$ cat config.mk
export PLATFORM = sky130hd
export DESIGN_NAME = posit_result_fifo
export DESIGN_NICKNAME = d
export VERILOG_FILES = /design/src/rtl/posit_result_fifo.sv
export SDC_FILE = /design/constraint.sdc
export NUM_CORES = 1
export LEC_CHECK = 0
export ABC_AREA = 1
export CORE_MARGIN = 10
export CORE_UTILIZATION = 40
export DETAILED_ROUTE_END_ITERATION = 10
export SLEW_MARGIN = 20
export SYNTH_ARGS = -nofsm -noshare
export SYNTH_HDL_FRONTEND = slang
export SYNTH_SLANG_ARGS = --single-unit
$ cat constraint.sdc
create_clock -name clk -period 3.52 [get_ports clk]
set_input_delay 0.704 -clock clk [delete_from_list [all_inputs] [get_ports clk]]
set_output_delay 0.704 -clock clk [all_outputs]
set_load 0.02 [all_outputs]
$ cat src/rtl/posit_result_fifo.sv
// -----------------------------------------------------------------------------
// posit_result_fifo
//
// Purpose:
//    Small circular-buffer FIFO that decouples a posit multiplier from its
//    consumer. Each entry holds {pinf, pzero, data} exactly as presented by the
//    producer; the flags are carried verbatim and never re-derived.
//    A word pushed into an empty FIFO appears on out_* one cycle after the push
//    edge (no bypass path). Words offered while full are dropped and latch the
//    sticky ovf flag.
//
// Parameters:
//    N      posit word width (default 10)
//    DEPTH  number of entries, power of two in 2..16 (default 4)
//
// Ports:
//    clk        sole clock, all state updates on the rising edge
//    reset      synchronous active-low reset
//    in_valid   producer word valid
//    in_data    producer posit word (N bits)
//    in_pinf    producer infinity flag
//    in_pzero   producer zero flag
//    in_ready   FIFO can accept a word (count < DEPTH)
//    out_valid  head entry valid (count > 0)
//    out_ready  consumer takes the head entry
//    out_data   head entry posit word
//    out_pinf   head entry infinity flag
//    out_pzero  head entry zero flag
//    count      occupancy 0..DEPTH
//    ovf        sticky: a valid word arrived while full and was dropped
//    inf_cnt    accepted words carrying pinf (saturating, stats build only)
//    zero_cnt   accepted words carrying pzero (saturating, stats build only)
//
// Build option:
//    PRF_STATS_EN  when defined, inf_cnt/zero_cnt count accepted flagged
//                  words and saturate at 255; otherwise both ports read 0
//                  and no counter logic exists.
// -----------------------------------------------------------------------------
module posit_result_fifo #(
   parameter int N     = 10,
   parameter int DEPTH = 4
) (
   input  logic                     clk,
   input  logic                     reset,
   input  logic                     in_valid,
   input  logic [N-1:0]             in_data,
   input  logic                     in_pinf,
   input  logic                     in_pzero,
   output logic                     in_ready,
   output logic                     out_valid,
   input  logic                     out_ready,
   output logic [N-1:0]             out_data,
   output logic                     out_pinf,
   output logic                     out_pzero,
   output logic [$clog2(DEPTH):0]   count,
   output logic                     ovf,
   output logic [7:0]               inf_cnt,
   output logic [7:0]               zero_cnt
);

   localparam int PW = $clog2(DEPTH);
   localparam int CW = PW + 1;
   localparam int EW = N + 2;
   localparam logic [CW-1:0] DEPTH_C = CW'(DEPTH);

   logic [EW-1:0] mem_q [DEPTH];

   logic [PW-1:0] wr_ptr_q, wr_ptr_d;
   logic [PW-1:0] rd_ptr_q, rd_ptr_d;
   logic [CW-1:0] count_q, count_d;
   logic          ovf_q, ovf_d;

   logic          push_s;
   logic          pop_s;
   logic [EW-1:0] head_s;

   // Handshake decode; ready/valid derive only from the registered occupancy
   assign in_ready  = (count_q < DEPTH_C);
   assign out_valid = (count_q != {CW{1'b0}});
   assign push_s    = in_valid & in_ready;
   assign pop_s     = out_valid & out_ready;

   // Head entry is read combinationally; its value is meaningless while empty
   assign head_s    = mem_q[rd_ptr_q];
   assign out_pinf  = head_s[EW-1];
   assign out_pzero = head_s[EW-2];
   assign out_data  = head_s[N-1:0];

   assign count = count_q;
   assign ovf   = ovf_q;

   // Next-state for pointers, occupancy and the sticky overflow flag
   always_comb begin
      wr_ptr_d = wr_ptr_q;
      rd_ptr_d = rd_ptr_q;
      count_d  = count_q;
      ovf_d    = ovf_q;

      // DEPTH is a power of two, so the natural PW-bit wrap is modulo DEPTH
      if (push_s) begin
         wr_ptr_d = wr_ptr_q + PW'(1);
      end else begin
         wr_ptr_d = wr_ptr_q;
      end

      if (pop_s) begin
         rd_ptr_d = rd_ptr_q + PW'(1);
      end else begin
         rd_ptr_d = rd_ptr_q;
      end

      case ({push_s, pop_s})
         2'b10:   count_d = count_q + CW'(1);
         2'b01:   count_d = count_q - CW'(1);
         default: count_d = count_q;
      endcase

      if (in_valid && !in_ready) begin
         ovf_d = 1'b1;
      end else begin
         ovf_d = ovf_q;
      end
   end

   // Control state register with synchronous active-low reset
   always_ff @(posedge clk) begin
      if (!reset) begin
         wr_ptr_q <= {PW{1'b0}};
         rd_ptr_q <= {PW{1'b0}};
         count_q  <= {CW{1'b0}};
         ovf_q    <= 1'b0;
      end else begin
         wr_ptr_q <= wr_ptr_d;
         rd_ptr_q <= rd_ptr_d;
         count_q  <= count_d;
         ovf_q    <= ovf_d;
      end
   end

   // Entry storage; not reset, and a reset edge suppresses the write
   always_ff @(posedge clk) begin
      if (reset && push_s) begin
         mem_q[wr_ptr_q] <= {in_pinf, in_pzero, in_data};
      end
   end

`ifdef PRF_STATS_EN
   logic [7:0] inf_cnt_q, inf_cnt_d;
   logic [7:0] zero_cnt_q, zero_cnt_d;

   // Saturating counters of accepted words carrying each flag
   always_comb begin
      inf_cnt_d  = inf_cnt_q;
      zero_cnt_d = zero_cnt_q;

      if (push_s && in_pinf && (inf_cnt_q != 8'hFF)) begin
         inf_cnt_d = inf_cnt_q + 8'd1;
      end else begin
         inf_cnt_d = inf_cnt_q;
      end

      if (push_s && in_pzero && (zero_cnt_q != 8'hFF)) begin
         zero_cnt_d = zero_cnt_q + 8'd1;
      end else begin
         zero_cnt_d = zero_cnt_q;
      end
   end

   // Statistics register with synchronous active-low reset
   always_ff @(posedge clk) begin
      if (!reset) begin
         inf_cnt_q  <= 8'd0;
         zero_cnt_q <= 8'd0;
      end else begin
         inf_cnt_q  <= inf_cnt_d;
         zero_cnt_q <= zero_cnt_d;
      end
   end

   assign inf_cnt  = inf_cnt_q;
   assign zero_cnt = zero_cnt_q;
`else
   assign inf_cnt  = 8'd0;
   assign zero_cnt = 8'd0;
`endif

endmodule

## Yosys cells after proc, flatten, opt, wreduce, memory -nomap -nowiden

Memories as Yosys holds them, arrays and structs flattened. A register that Yosys moved wholly into a read port is not among the register bits.
Cells that the tools add are included.

| storage, ports and cells | value |
|---|---|
| output and inout bits | 34 |
| memories kept | 1 |
| RAM bits | 48 |
| bits in registers | 8 |

| operators by class | value |
|---|---|
| equal/unequal tests | 2 |
| reduce and logical (&&, ||, !) cells | 5 |
| muxes and demuxes | 5 |
| $lt $le $gt $ge | 1 |
| bitwise operators | 2 |
| add/sub/neg operators | 4 |

Memories:

| name | depth | bits a word | rd ports | clocked after Yosys merged registers in | wr ports | line | RTL |
|---|---|---|---|---|---|---|---|
| mem_q | 4 | 12 | 1 | 1 | 1 | 66 | `logic [EW-1:0] mem_q [DEPTH];` |

Operator list:

| operator | number |
|---|---|
| 3-bit one-hot mux with 2 select lines | 1 |
| 2-bit by 1-bit adder with 2-bit output (second input constant) | 2 |
| 2-bit 2-to-1 mux | 2 |
| 3-bit by 1-bit adder with 3-bit output (second input constant) | 1 |
| 3-bit < comparator (second input constant) | 1 |
| 3-bit nonzero test | 1 |
| 3-bit by 1-bit subtractor with 3-bit output (second input constant) | 1 |
| 1-bit bitwise AND | 2 |
| 2-bit by 1-bit == test with 1-bit output (second input constant) | 1 |
| 2-bit == test (second input constant) | 1 |
| 1-bit logical AND | 2 |
| 1-bit 2-to-1 mux | 2 |
| 2-bit nonzero test | 1 |
| 1-bit zero test | 1 |

## Logic depth before layout (Yosys ltp)

| depth | value |
|---|---|
| word-level depth | 5 |
| mapped depth | 13 |

## Worst setup path after synthesis

Ideal clock, no wire load.

| timing | value |
|---|---|
| path kind | register -> register |
| from | register count_q[1], in the netlist count[1] |
| to | register count_q[2], in the netlist count[2] |
| required time | 3.407 ns |
| setup time | 0.113 ns |
| buffers on the path | 0 |
| slack | 1.603 ns |
| arrival | 1.804 ns |
| stages on the path, launching flop included | 14 |
| path through | dfxtp_1 > inv_1 > nand2_1 > nand2_1 > inv_1 > ha_1 > inv_1 > fa_1 > inv_1 > nand2_1 > nand3_1 > nand2_1 > nand2_1 > nor2_1 |

| between the ends | value |
|---|---|
| longest elaborated chain between the ends | 4 |

Ends and longest elaborated chain:

| item | line | RTL |
|---|---|---|
| start, declared | 70 | `logic [CW-1:0] count_q, count_d;` |
| start signal, assigned | 130 | `count_q <= {CW{1'b0}};` |
| start signal, assigned | 135 | `count_q <= count_d;` |
| 3-bit nonzero test (*) | 79 | `assign out_valid = (count_q != {CW{1'b0}});` |
| via out_valid | 50 | `output logic out_valid,` |
| 1-bit bitwise AND (*) | 81 | `assign pop_s = out_valid & out_ready;` |
| via pop_s | 74 | `logic pop_s;` |
| 2-bit by 1-bit == test with 1-bit output or 2-bit == test (tied branches) | 112 | `case ({push_s, pop_s})` |
| 3-bit one-hot mux with 2 select lines or 2-bit nonzero test (tied branches) | -- |  |

The timed path passes the listed nets; every way through them passes the cells marked *.
A chain may end at the register's enable or synchronous reset.

==> metrics.md <==
| Metric | Value |
|---|---|
| Lkg Pwr | `1.09 nW` |
| Top Family by Delay on Critical Path | `buffers and inverters` |
| Outcome | `complete, no violations` |
| Peak VDD IR | `357 uV` |
| Postcts setup bufs | `0` |
| Reg2Reg Setup Slack | `between 1.5 and 2 ns` |
| Net Sw Frac | `33.4%` |
| Pin count of the biggest net entering global routing | `25` |
| Crit Path Max Fanout | `13` |
| Ports | `50` |
| Yosys warns | `0` |
| Endpoints failing setup | `0` |
| Total wire length | `approximately 4800 um` |
| PostCTS Resize Cnt | `0` |
| DRT Pass-1 Iters | `4` |
| Cell Chain, Critical Path | `buf_4 > o21ai_0 > o22ai_1 > clkdlybuf4s50_1` |
| Routed Antenna Nets | `0` |
| Total power per unit cell area | `713 nW/um2` |
| Initial Util | `40.9%` |
| NumNets Final | `~270` |
| Die width | `97.5 um` |
| Combinational power share | `31.1%` |
| Worst path arrival time | `between 2 and 2.5 ns` |
| Row count | `28` |
| Global route total overflow | `0` |
| Achievable frequency | `345 MHz` |
| CTS clk-pin slew, worst paths | `0.07 ns` |
| Total number of vias | `1496` |
| GRT Total Usage | `10.2%` |
| Fin Setup TNS | `0 ns` |
| Antenna cell count | `0` |
| Met2 usage | `~16%` |
| Critical Path Sink Type | `primary output` |
| Sequential share of the synthesized area | `68.3%` |
| DR DRC count | `0` |
| Die area | `between 9000 and 10000 um2` |
| Vias in the first global route | `1556` |
| Initial DRC Count | `~120` |
| Worst hold path type | `flip-flop to flip-flop` |
| Path type of the worst setup path | `flip-flop to primary output` |
| Min Tclk post-route | `2.90 ns` |
| IO Port Bufs | `33` |
| CP peak stage delay | `roughly 0.64 ns` |
| Placer Congestion | `0.750` |
| Clock power share | `28.0%` |
| Reg power frac | `between 40% and 50%` |
| CTS tree | `built` |
| Max cap viols | `0` |
| Via density | `4.62` |
| Reg area | `1640 um2` |
| RSZ-0062 raised after global routing | `no` |
| Core Region | `around 5900 um2` |
| M3 GR Usage | `4.98%` |
| Fillcell total | `553` |
| Distinct cells, synth | `17` |
| Worst-Skew Late Latency | `0.33 ns` |
| Met1 Resource Use GR | `11.2%` |
| Clock tree buffer depth | `2` |
| CTS Buf Count | `9` |
| CTS Sinks | `58` |
| Syn Std Cell Area | `~2400 um2` |
| Crit path launch type | `flip-flop` |
| Wire per inst | `14.7 um` |
| Die height | `97.5 um` |
| Post-Syn Instances | `202` |
| H-Tree Level Count | `3` |
| Avg Inst Size Synth | `11.9 um2` |
| Initial antenna violation count | `0` |
| CP max stage cell | `clkdlybuf4s50_1` |
| Detailed Place HPWL | `3210 um` |
| Final worst path period share | `82.4%` |
| GR peak layer | `met2` |
| Skew final | `0.00544 ns` |
| Switching power | `0.000702 W` |
| Final core occ | `50.1%` |
| Yosys reg bits | `58` |
| First-pass GRT wire length | `~7600 um` |
| Count of final hold-check violations | `0` |
| Number of hold buffers added after CTS | `0` |
| Final Slew Violations | `0` |
| Layout cells sized above 1 | `between 8 and 9%` |
| CP required | `2.82 ns` |
| P_int | `about 0.0014 W` |
| CTS root buffer | `clkbuf_8` |
| Area of the multi-input gates | `slightly below 600 um2` |
| Area grow syn2layout | `22.6%` |
| Crit path buffers/inverters | `2` |
[cells by family (layout without fill, tap and decap cells)]
family,count (synthesis),in the layout,share of synthesized area (%)
other,1,16,0.156
adder cells (fa/ha/maj),6,6,3.43
buffers and inverters,40,72,9.78
AO/OA/AOI/OAI,46,46,10.2
flip-flops,58,58,68.3
AND/OR/NAND/NOR,51,51,8.17
[cells in the final DEF, fill, tap and decap left out]
cell,n
clkbuf_8,9
clkdlybuf4s50_1,33
ha_1,5
conb_1,16
nand2_1,12
o21ai_1,16
o21ai_0,12
o22ai_1,12
inv_2,1
clkinv_2,1
buf_4,5
nand3_1,4
clkinvlp_4,3
nor2_1,35
dfxtp_1,10
bufinv_16,1
clkinv_1,1
fa_1,1
clkinv_4,1
inv_1,17
edfxtp_1,48
a21oi_1,6
[power groups by stage]
| stage | registers, W | clock network [W] | logic (W) |
|---|---|---|---|
| after global routing | 0.000869 | 0.000637 | 0.000724 |
| after detailed placement | 0.000874 | 0 | 0.000662 |
| after global placement | 0.000874 | 0 | 0.000652 |
| after CTS | 0.000860 | 0.000603 | 0.000665 |
| final | 0.000860 | 0.000589 | 0.000654 |
| after floorplan | 0.000874 | 0 | 0.000407 |
[metrics by stage]
step / hold slack, ns / instances / total power, W / instance area [um2] / setup slack [ns]
floorplan: 0.460 / 217 / 0.00128 / 2460 / 1.60
global placement: 0.456 / 308 / 0.00153 / 2760 / 0.953
detailed placement: 0.471 / 308 / 0.00154 / 2760 / 0.944
CTS: 0.490 / 324 / 0.00213 / 2950 / 0.571
global route: 0.527 / 324 / 0.00223 / 2950 / 0.452
finish: 0.491 / 324 / 0.00210 / 2950 / 0.618
[flip-flops by register name (all words and copies together), names as in the netlist, named ones only]
signal / count
mem_q: 48
count: 3
rd_ptr_q: 2
wr_ptr_q: 2
ovf: 1
[Yosys cell counts]
cell       n  share of area (%)
a21oi_1    6                1.2
buf_2      2               0.42
buf_4     18                5.6
buf_6      2               0.94
conb_1     1               0.16
dfxtp_1   10                8.3
edfxtp_1  48                 60
fa_1       1               0.83
ha_1       5                2.6
inv_1     17                2.7
inv_2      1               0.16
nand2_1   12                1.9
nand3_1    4               0.83
nor2_1    35                5.5
o21ai_0   12                2.5
o21ai_1   16                3.3
o22ai_1   12                3.1
[worst register-to-register path, cell delays in order, from the launching register on]
cell and delay [ns]:
dfxtp_1 0.36, inv_1 0.08, nand2_1 0.13, nand2_1 0.08, inv_1 0.10, ha_1 0.17, inv_1 0.07, fa_1 0.37
inv_1 0.07, nand2_1 0.05, nand3_1 0.08, nand2_1 0.06, nand2_1 0.05, nor2_1 0.04
[final timing paths]
check | startpoint | to | cells after the start
worst max register to register | count[1] | count[2] | 13
worst max-delay path | flip-flop | out_data[8] | 4
worst min register to register | ovf | ovf | 2
worst min-delay path | ovf | ovf | 2
[layer usage]
| metal | share of wire, % | wire (um) |
|---|---|---|
| met4 | 0.59 | 28 |
| met3 | 7.0 | 336 |
| met2 | 49 | 2330 |
| met5 | 0 | 0 |
| met1 | 43 | 2080 |
[cell type report]
cell class	count	share of cell area (%)
sequential	58	55.7
clock buffer	9	4.20
inverter	18	2.29
tap	75	3.18
clock inverter	7	2.38
multi-input combinational	119	19.8
timing repair buffer	38	12.5
Power figures use the tool's default switching activity.
